==> src/rtl/pc_branch_pkg.sv <==
// pc_branch_pkg: shared encodings and constants for the PC / branch unit.
package pc_branch_pkg;
  typedef enum logic [1:0] {BR_B = 2'b00, BR_CBZ = 2'b01, BR_CBNZ = 2'b10, BR_REG = 2'b11} br_mode_e;
  typedef enum logic [1:0] {HOLD, RUN, REDIRECT} state_e;
  localparam int INSTR_BYTES = 4;
  localparam int INSTR_SHIFT = 2;
endpackage

==> src/rtl/branch_target_calc.sv <==
// branch_target_calc: branch target (PC-relative or register) and BR word-alignment check.
module branch_target_calc
  import pc_branch_pkg::*;
#(
  parameter int ADDR_W = 64,
  parameter int IMM_W  = 26
) (
  input  logic [ADDR_W-1:0] br_pc,
  input  logic [IMM_W-1:0]  br_imm,
  input  logic [1:0]        br_mode,
  input  logic [ADDR_W-1:0] br_reg,
  output logic [ADDR_W-1:0] target,
  output logic              aligned
);
  logic [ADDR_W-1:0] offset;
  always_comb begin
    offset  = {{(ADDR_W-IMM_W){br_imm[IMM_W-1]}}, br_imm} << INSTR_SHIFT;
    target  = br_mode == BR_REG ? br_reg : br_pc + offset;
    aligned = br_reg[INSTR_SHIFT-1:0] == '0;
  end
endmodule

==> src/rtl/pc_branch_unit.sv <==
// pc_branch_unit: PC register, fetch handshake and branch redirect with one-cycle flush.
module pc_branch_unit
  import pc_branch_pkg::*;
#(
  parameter int              ADDR_W   = 64,
  parameter int              IMM_W    = 26,
  parameter logic [ADDR_W-1:0] RESET_PC = '0,
  parameter int              CNT_W    = 16
) (
  input  logic              clk,
  input  logic              rst_n,
  input  logic              stall,
  output logic              fetch_req,
  output logic [ADDR_W-1:0] fetch_addr,
  input  logic              fetch_ack,
  input  logic              br_valid,
  input  logic [1:0]        br_mode,
  input  logic [ADDR_W-1:0] br_pc,
  input  logic [IMM_W-1:0]  br_imm,
  input  logic [ADDR_W-1:0] br_reg,
  input  logic              zero,
  output logic [ADDR_W-1:0] pc_out,
  output logic              flush,
  output logic              taken,
  output logic              align_err,
  output logic [CNT_W-1:0]  taken_count
);
  state_e state, state_nx;
  logic [ADDR_W-1:0] pc, pc_nx, target;
  logic aligned, cond, take, misalign;
  branch_target_calc #(.ADDR_W(ADDR_W), .IMM_W(IMM_W)) u_calc (
    .br_pc(br_pc), .br_imm(br_imm), .br_mode(br_mode), .br_reg(br_reg),
    .target(target), .aligned(aligned)
  );
  // Branches are only honoured in RUN; during REDIRECT they belong to the squashed path.
  always_comb begin
    cond      = br_mode == BR_B ? 1'b1 : br_mode == BR_CBZ ? zero : br_mode == BR_CBNZ ? !zero : aligned;
    take      = state == RUN && br_valid && cond;
    misalign  = state == RUN && br_valid && br_mode == BR_REG && !aligned;
    fetch_req = state == RUN && !stall;
    flush     = state == REDIRECT;
    pc_nx     = take ? target : (fetch_req && fetch_ack) ? pc + ADDR_W'(INSTR_BYTES) : pc;
    state_nx  = (state == RUN && take) ? REDIRECT : RUN;
  end
  always_ff @(posedge clk or negedge rst_n)
    if (!rst_n) begin
      state       <= HOLD;
      pc          <= RESET_PC;
      taken       <= 1'b0;
      align_err   <= 1'b0;
      taken_count <= '0;
    end else begin
      state     <= state_nx;
      pc        <= pc_nx;
      taken     <= take;
      align_err <= misalign;
      if (take && taken_count != '1) taken_count <= taken_count + 1'b1;
    end
  assign pc_out     = pc;
  assign fetch_addr = pc;
endmodule

==> config.mk <==
export PLATFORM = sky130hd
export DESIGN_NAME = pc_branch_unit
export DESIGN_NICKNAME = d
export VERILOG_FILES = /design/src/rtl/pc_branch_pkg.sv /design/src/rtl/branch_target_calc.sv /design/src/rtl/pc_branch_unit.sv
export SDC_FILE = /design/constraint.sdc
export NUM_CORES = 1
export LEC_CHECK = 0
export ABC_AREA = 1
export CAP_MARGIN = 25
export CORE_MARGIN = 2
export CORE_UTILIZATION = 45
export CTS_BUF_LIST = sky130_fd_sc_hd__clkbuf_8
export DETAILED_ROUTE_END_ITERATION = 8
export HOLD_SLACK_MARGIN = 0.02
export PLACE_DENSITY = 0.81
export SLEW_MARGIN = 25
export SYNTH_ARGS = -nofsm -noshare
export SYNTH_HDL_FRONTEND = slang
export SYNTH_SLANG_ARGS = --single-unit
==> constraint.sdc <==
create_clock -name clk -period 2 [get_ports clk]
set_clock_uncertainty 0.05 [all_clocks]
set_input_delay 0.4 -clock clk [delete_from_list [all_inputs] [get_ports clk]]
set_output_delay 0.4 -clock clk [all_outputs]
set_load 0.005 [all_outputs]
* Word-level counts from Yosys, hierarchy flattened
Index checks and enable logic that the tools add are counted.
** Storage, ports and cells
- Logic and storage cells :: 35
- Output and inout port bits :: 148
- Input bits :: 162
- Flip-flop bits (word level) :: 84
** Operators by class
- Eq/ne operators :: 6
- Reductions and logical operators :: 14
- Mux-type cells :: 7
- Add/sub/neg operators :: 3
** Operator list (number)
- two-way mux 64 bit :: 3
- adder 64 x 3 -> 64 bit (second input constant) :: 1
- adder 64 bit :: 1
- adder 16 x 1 -> 16 bit (second input constant) :: 1
- inequality test 16 bit (second input constant) :: 1
- logical AND 1 bit :: 8
- == test 2 bit (second input constant) :: 3
- == test 2 x 1 -> 1 bit (second input constant) :: 2
- logical NOT 2 bit :: 2
- logical NOT 1 bit :: 3
- two-way mux 1 bit :: 3
- two-way mux 2 bit :: 1
- nonzero test 2 bit :: 1

* Longest topological paths before layout
- Word-level depth :: 7
- Depth in mapped cells :: 17
- Gate-level depth less buffers :: 17

* Cells and area by module
A second synthesis with hierarchy kept.
** Unflattened totals
- Cells, all modules :: 2454
- Area total of the unflattened synthesis :: 13021.2 um^2
** Modules (own cells, without submodules)
- pc_branch_unit :: sequential area each 2102.0 um^2, area an instance 6749.0 um^2, instances 1, cells an instance 1093
- branch_target_calc :: sequential area each 0.0 um^2, area an instance 6272.3 um^2, instances 1, cells an instance 1361

* Worst setup path after synthesis
No wires, ideal clock.
- Path kind :: input to register
- Start point :: input port br_pc[2]
- End point :: register pc[58], in the netlist fetch_addr[58]
- Stages on the path :: 16
- Path slack :: -0.203 ns
- Data arrival time :: 2.030 ns
- Path buffers :: 0
- Setup time :: 0.123 ns
- Cells stage by stage :: ha_1 > fa_1 > nand3_1 > nand3_1 > nand2_1 > nand2_1 > nand2_1 > nand2_1 > nand2_1 > nand2_1 > nand2_1 > nand2_1 > nand2_1 > nand3_1 > nand2_1 > a21oi_1
** Between the ends
- Longest elaborated chain between the ends :: 3
** RTL lines
- from (decl) :: RTL line pc_branch_unit.sv:18 : input logic [ADDR_W-1:0] br_pc,
- adder 64 bit :: RTL line branch_target_calc.sv:18 : target = br_mode == BR_REG ? br_reg : br_pc + offset;
- two-way mux 64 bit :: RTL line branch_target_calc.sv:18
- two-way mux 64 bit :: RTL line pc_branch_unit.sv:42 : pc_nx = take ? target : (fetch_req && fetch_ack) ? pc + ADDR_W'(INSTR_BYTES) : pc;
- to (signal assigned) :: RTL line pc_branch_unit.sv:54 : pc <= pc_nx;
- to (decl) :: RTL line pc_branch_unit.sv:29 : logic [ADDR_W-1:0] pc, pc_nx, target;
Every way passes these cells.
A chain may end at the register's enable or synchronous reset.

* Worst setup path in the final report
- Start point :: input port br_imm[16]
- End point :: register pc[61], in the netlist fetch_addr[61]
** Between the ends
- Longest elaborated chain between the ends :: 3
** RTL lines
- from (decl) :: RTL line pc_branch_unit.sv:19 : input logic [IMM_W-1:0] br_imm,
- adder 64 bit :: RTL line branch_target_calc.sv:18
- two-way mux 64 bit :: RTL line branch_target_calc.sv:18
- two-way mux 64 bit :: RTL line pc_branch_unit.sv:42
Every way passes these cells.

==> Implementation_results.wiki <==
{| class="wikitable"
! Metric !! Value
|-
| Violated checks || negative setup slack
|-
| Fraction of final layout cells with drive strength greater than 1 || 0.429
|-
| Share of the synthesized area in the top cell type || 0.214
|-
| Final core utilization || 0.816
|-
| Capturing element type of the critical path || register
|-
| Worst setup path category || in -> reg
|-
| Grt total ovfl || 0
|-
| CTS root buffer || sky130_fd_sc_hd__clkbuf_8
|-
| Worst-Skew Late Latency || ~0.37 ns
|-
| Power after layout || 14.3 mW
|-
| Max Fclk || 0.386 GHz
|-
| Width of the chip || 168 um
|-
| EDFF count, synth || 0
|-
| Hold Fails Final Rpt || 0
|-
| Area overhead of the layout relative to synthesis || 79.5%
|-
| CP arrival || 2.81 ns
|-
| Worst-case vdd ir drop || between 0.4 and 0.5 mV
|-
| Gp weighted congestion || 1.00
|-
| Number of global-route vias before repair || 17092
|-
| Type of the tightest min-delay check || reg -> reg
|-
| CTS clk-pin slew, worst paths || approximately 0.09 ns
|-
| Reported leakage power || 10.7 nW
|-
| Max-slew headroom || 0.650
|-
| Post-route cell area || 0.0218 mm^2
|-
| CP max FO || 4
|-
| Max Transition Viols Final || 0
|-
| Final setup fails || 59
|-
| Total number of nets in the final design || 2999
|-
| Ports placed on the boundary || 310
|-
| Number of placed cells counting well taps || about 3000
|-
| Hold path startpoint || taken_count[14]
|-
| DR vias/cell || 6.06
|-
| Number of sinks driven by the clock tree || 84
|-
| Commonest cells post-synth || sky130_fd_sc_hd__nand2_1, sky130_fd_sc_hd__nor2_1, sky130_fd_sc_hd__inv_1, sky130_fd_sc_hd__nand3_1, sky130_fd_sc_hd__a21oi_1
|-
| Final critical path time including I/O delays and setup || 2.59 ns
|-
| Initial DRC count || 2489
|-
| Quantity of I/O buffers inserted on ports || between 300 and 400
|-
| Setup WS post-layout || -0.594 ns
|-
| Post-route fraction of the period consumed by the critical path || 1.30
|-
| Total of warnings raised by yosys || 0
|-
| Largest net degree at the start of global routing || 85
|-
| Measured slew at the worst slew-check pin || 0.525 ns
|-
| Cts bufs inserted || 9
|-
| Synth Flop Type || sky130_fd_sc_hd__dfrtp_1
|-
| Buffer levels on the longest clock path || 2
|-
| Share of the synthesized netlist area taken by xor and xnor gates || 0.0663
|-
| Synthesized-area fraction occupied by adder cells || 0.0665
|-
| Post-synth design cell area || ~0.012 mm^2
|-
| FF+latch count, synth || 84
|-
| CP Launch Point || br_imm[16]
|-
| Setup repair after global routing missed its margin || true
|-
| Diodes inserted || 0
|-
| DRC violation count after routing || 0
|-
| Pre-CTS setup slack || -1.22 ns
|-
| Site Rows || 60
|-
| Combinational family with the most area after synthesis || simple AND/OR/NAND/NOR gates
|-
| Share of synthesized registers carrying an async set or reset || 1.00
|-
| Count of TritonRoute iterations in the first routing pass || 7
|-
| Worst reg2reg startpoint || fetch_addr[11]
|-
| First-pass GRT wire length || 92600 um
|-
| Total wire length after detailed routing || 73200 um
|-
| Final TNS setup || -12.93 ns
|-
| Drt wl/cell || 23.5 um
|-
| Total via count after detailed routing || 18902
|-
| Initial antenna violation count || 0
|-
| Library cell with the largest summed area after synthesis || sky130_fd_sc_hd__nand2_1
|-
| Starting density of the core || 0.454
|-
| Area fraction in compound gates after synthesis || 0.106
|-
| Detailed-placement wirelength estimate || 46000 um
|-
| Area contributors post-synth || sky130_fd_sc_hd__nand2_1, sky130_fd_sc_hd__dfrtp_1, sky130_fd_sc_hd__nor2_1
|-
| Syn Inst Count || 2169
|-
| Worst Setup Start Kind || primary input
|-
| Final instance count without filler cells || 3118
|-
| Count of H-tree levels built during CTS || 3
|-
| Basic-gate share of the synthesized area counting and, or, nand and nor cells || 0.432
|-
| Mapped Nets || roughly 2400
|-
| Result of the run || complete, but fails checks
|-
| Worst Hold Slack || 0.469 ns
|-
| PwrDens || between 600 and 700 mW/mm^2
|-
| Final antenna-violating net count || 0
|-
| Core area || 0.0267 mm^2
|-
| Most numerous cell in the Yosys netlist || sky130_fd_sc_hd__nand2_1
|-
| Number of distinct library cells after synthesis || 43
|-
| CTS tree || yes
|-
| Data required time at the worst endpoint || approximately 2.2 ns
|-
| Share of the yosys chip area belonging to registers || 0.173
|-
| Post-Synthesis Mean Instance Area || 5.60 um^2
|-
| Multiplexer share of the synthesized area || 0
|-
| Post-placement cell area || 0.0177 mm^2
|-
| Floorplan die area || 0.0283 mm^2
|-
| Maxcap violations || 0
|-
| Global router's overall resource usage || 0.419
|-
| Vert. Die Dim || around 170 um
|}
## per-layer routing
layer | track usage | vias to the layer above | part of all wire
met4 | 0.245 | 0 | 0.10
li1 | - | 7935 | -
met5 | 0 | - | 0
met2 | 0.705 | 1719 | 0.43
met3 | 0.0515 | 603 | 0.12
met1 | 0.516 | 8645 | 0.34
## critical path, stage by stage
cell                              delay, ns
sky130_fd_sc_hd__clkdlybuf4s15_1       0.21
sky130_fd_sc_hd__ha_4                  0.30
sky130_fd_sc_hd__nand2_4               0.18
sky130_fd_sc_hd__nand2_4               0.17
sky130_fd_sc_hd__nand2_2               0.12
sky130_fd_sc_hd__nand2_2               0.08
sky130_fd_sc_hd__inv_1                 0.07
sky130_fd_sc_hd__nand2_2               0.07
sky130_fd_sc_hd__a21oi_2               0.35
sky130_fd_sc_hd__nand2_4               0.22
sky130_fd_sc_hd__nand2_2               0.15
sky130_fd_sc_hd__nand2_1               0.06
sky130_fd_sc_hd__nand2_1               0.08
sky130_fd_sc_hd__nand3_2               0.10
sky130_fd_sc_hd__nand2_2               0.09
sky130_fd_sc_hd__nand2_1               0.05
sky130_fd_sc_hd__nand2_1               0.05
sky130_fd_sc_hd__nand2_1               0.05
## kinds of logic (layout without fill, tap and decap cells)
logic type / Yosys count / after routing
adder cells (fa/ha/maj): 64 / 64
AND/OR/NAND/NOR: 1255 / 1255
flip-flops: 84 / 84
buffers and inverters: 437 / 1045
AO/OA/AOI/OAI: 237 / 237
XOR/XNOR: 92 / 92
## power by group
| group | switching [mW] | internal [mW] |
|---|---|---|
| sequential | 0.612 | 2.18 |
| combinational | 5.23 | 4.89 |
| clock | 0.698 | 0.690 |
## layout by cell type (no fill, tap or decap), types with 10 or more instances in the layout
cell type / n
sky130_fd_sc_hd__clkdlybuf4s15_1: 17
sky130_fd_sc_hd__inv_2: 63
sky130_fd_sc_hd__nand2_2: 240
sky130_fd_sc_hd__inv_1: 262
sky130_fd_sc_hd__inv_4: 10
sky130_fd_sc_hd__o21ai_1: 38
sky130_fd_sc_hd__a21oi_1: 29
sky130_fd_sc_hd__buf_6: 33
sky130_fd_sc_hd__nor3_2: 15
sky130_fd_sc_hd__nor2_2: 51
sky130_fd_sc_hd__xnor2_1: 23
sky130_fd_sc_hd__o21ai_2: 12
sky130_fd_sc_hd__nor3_1: 20
sky130_fd_sc_hd__a21oi_4: 18
sky130_fd_sc_hd__clkbuf_2: 32
sky130_fd_sc_hd__a21oi_2: 53
sky130_fd_sc_hd__nand2_1: 385
sky130_fd_sc_hd__buf_4: 338
sky130_fd_sc_hd__nand3_1: 62
sky130_fd_sc_hd__buf_12: 11
sky130_fd_sc_hd__clkdlybuf4s50_1: 218
sky130_fd_sc_hd__nor2_4: 42
sky130_fd_sc_hd__nand2_4: 72
sky130_fd_sc_hd__dfrtp_1: 77
sky130_fd_sc_hd__dlygate4sd2_1: 29
sky130_fd_sc_hd__o21ai_0: 49
sky130_fd_sc_hd__nand4_1: 34
sky130_fd_sc_hd__nor2_1: 245
sky130_fd_sc_hd__ha_4: 61
sky130_fd_sc_hd__xor2_1: 57
sky130_fd_sc_hd__nand3_2: 48
## path summary, 6_finish.rpt
kind,to,slack (ns),depth (start not counted)
hold / removal,taken_count[14],0.47,1
setup / recovery,fetch_addr[61],-0.59,18
setup reg to reg,fetch_addr[46],-0.02,10
min in group asynchronous,fetch_addr[8],0.53,3
hold reg to reg,taken_count[14],0.47,1
max in group asynchronous,fetch_addr[44],0.91,3
## registers in the layout (all words and copies together) (netlist names)
| register | count |
|---|---|
| state | 2 |
| taken_count | 16 |
| fetch_addr | 64 |
| taken | 1 |
| align_err | 1 |
## cell type report
type,instances,area [um^2]
clock inverters,6,81.3
clock buffers,9,124
repair buffers,696,6170
well taps,341,427
fillers,1645,4920
flip-flops and latches,84,2110
inverters,334,1280
multi-input cells,1648,11600
## repair_timing
item                       in CTS  in global routing
setup buffers                  27                 32
pin swaps                     191                220
cloned                          4                  0
hold buffers                    1                  0
setup endpoints to repair      64                 69
resized for setup             609                533
hold endpoints to repair        4                  0
(Power assumes the default switching activity.)
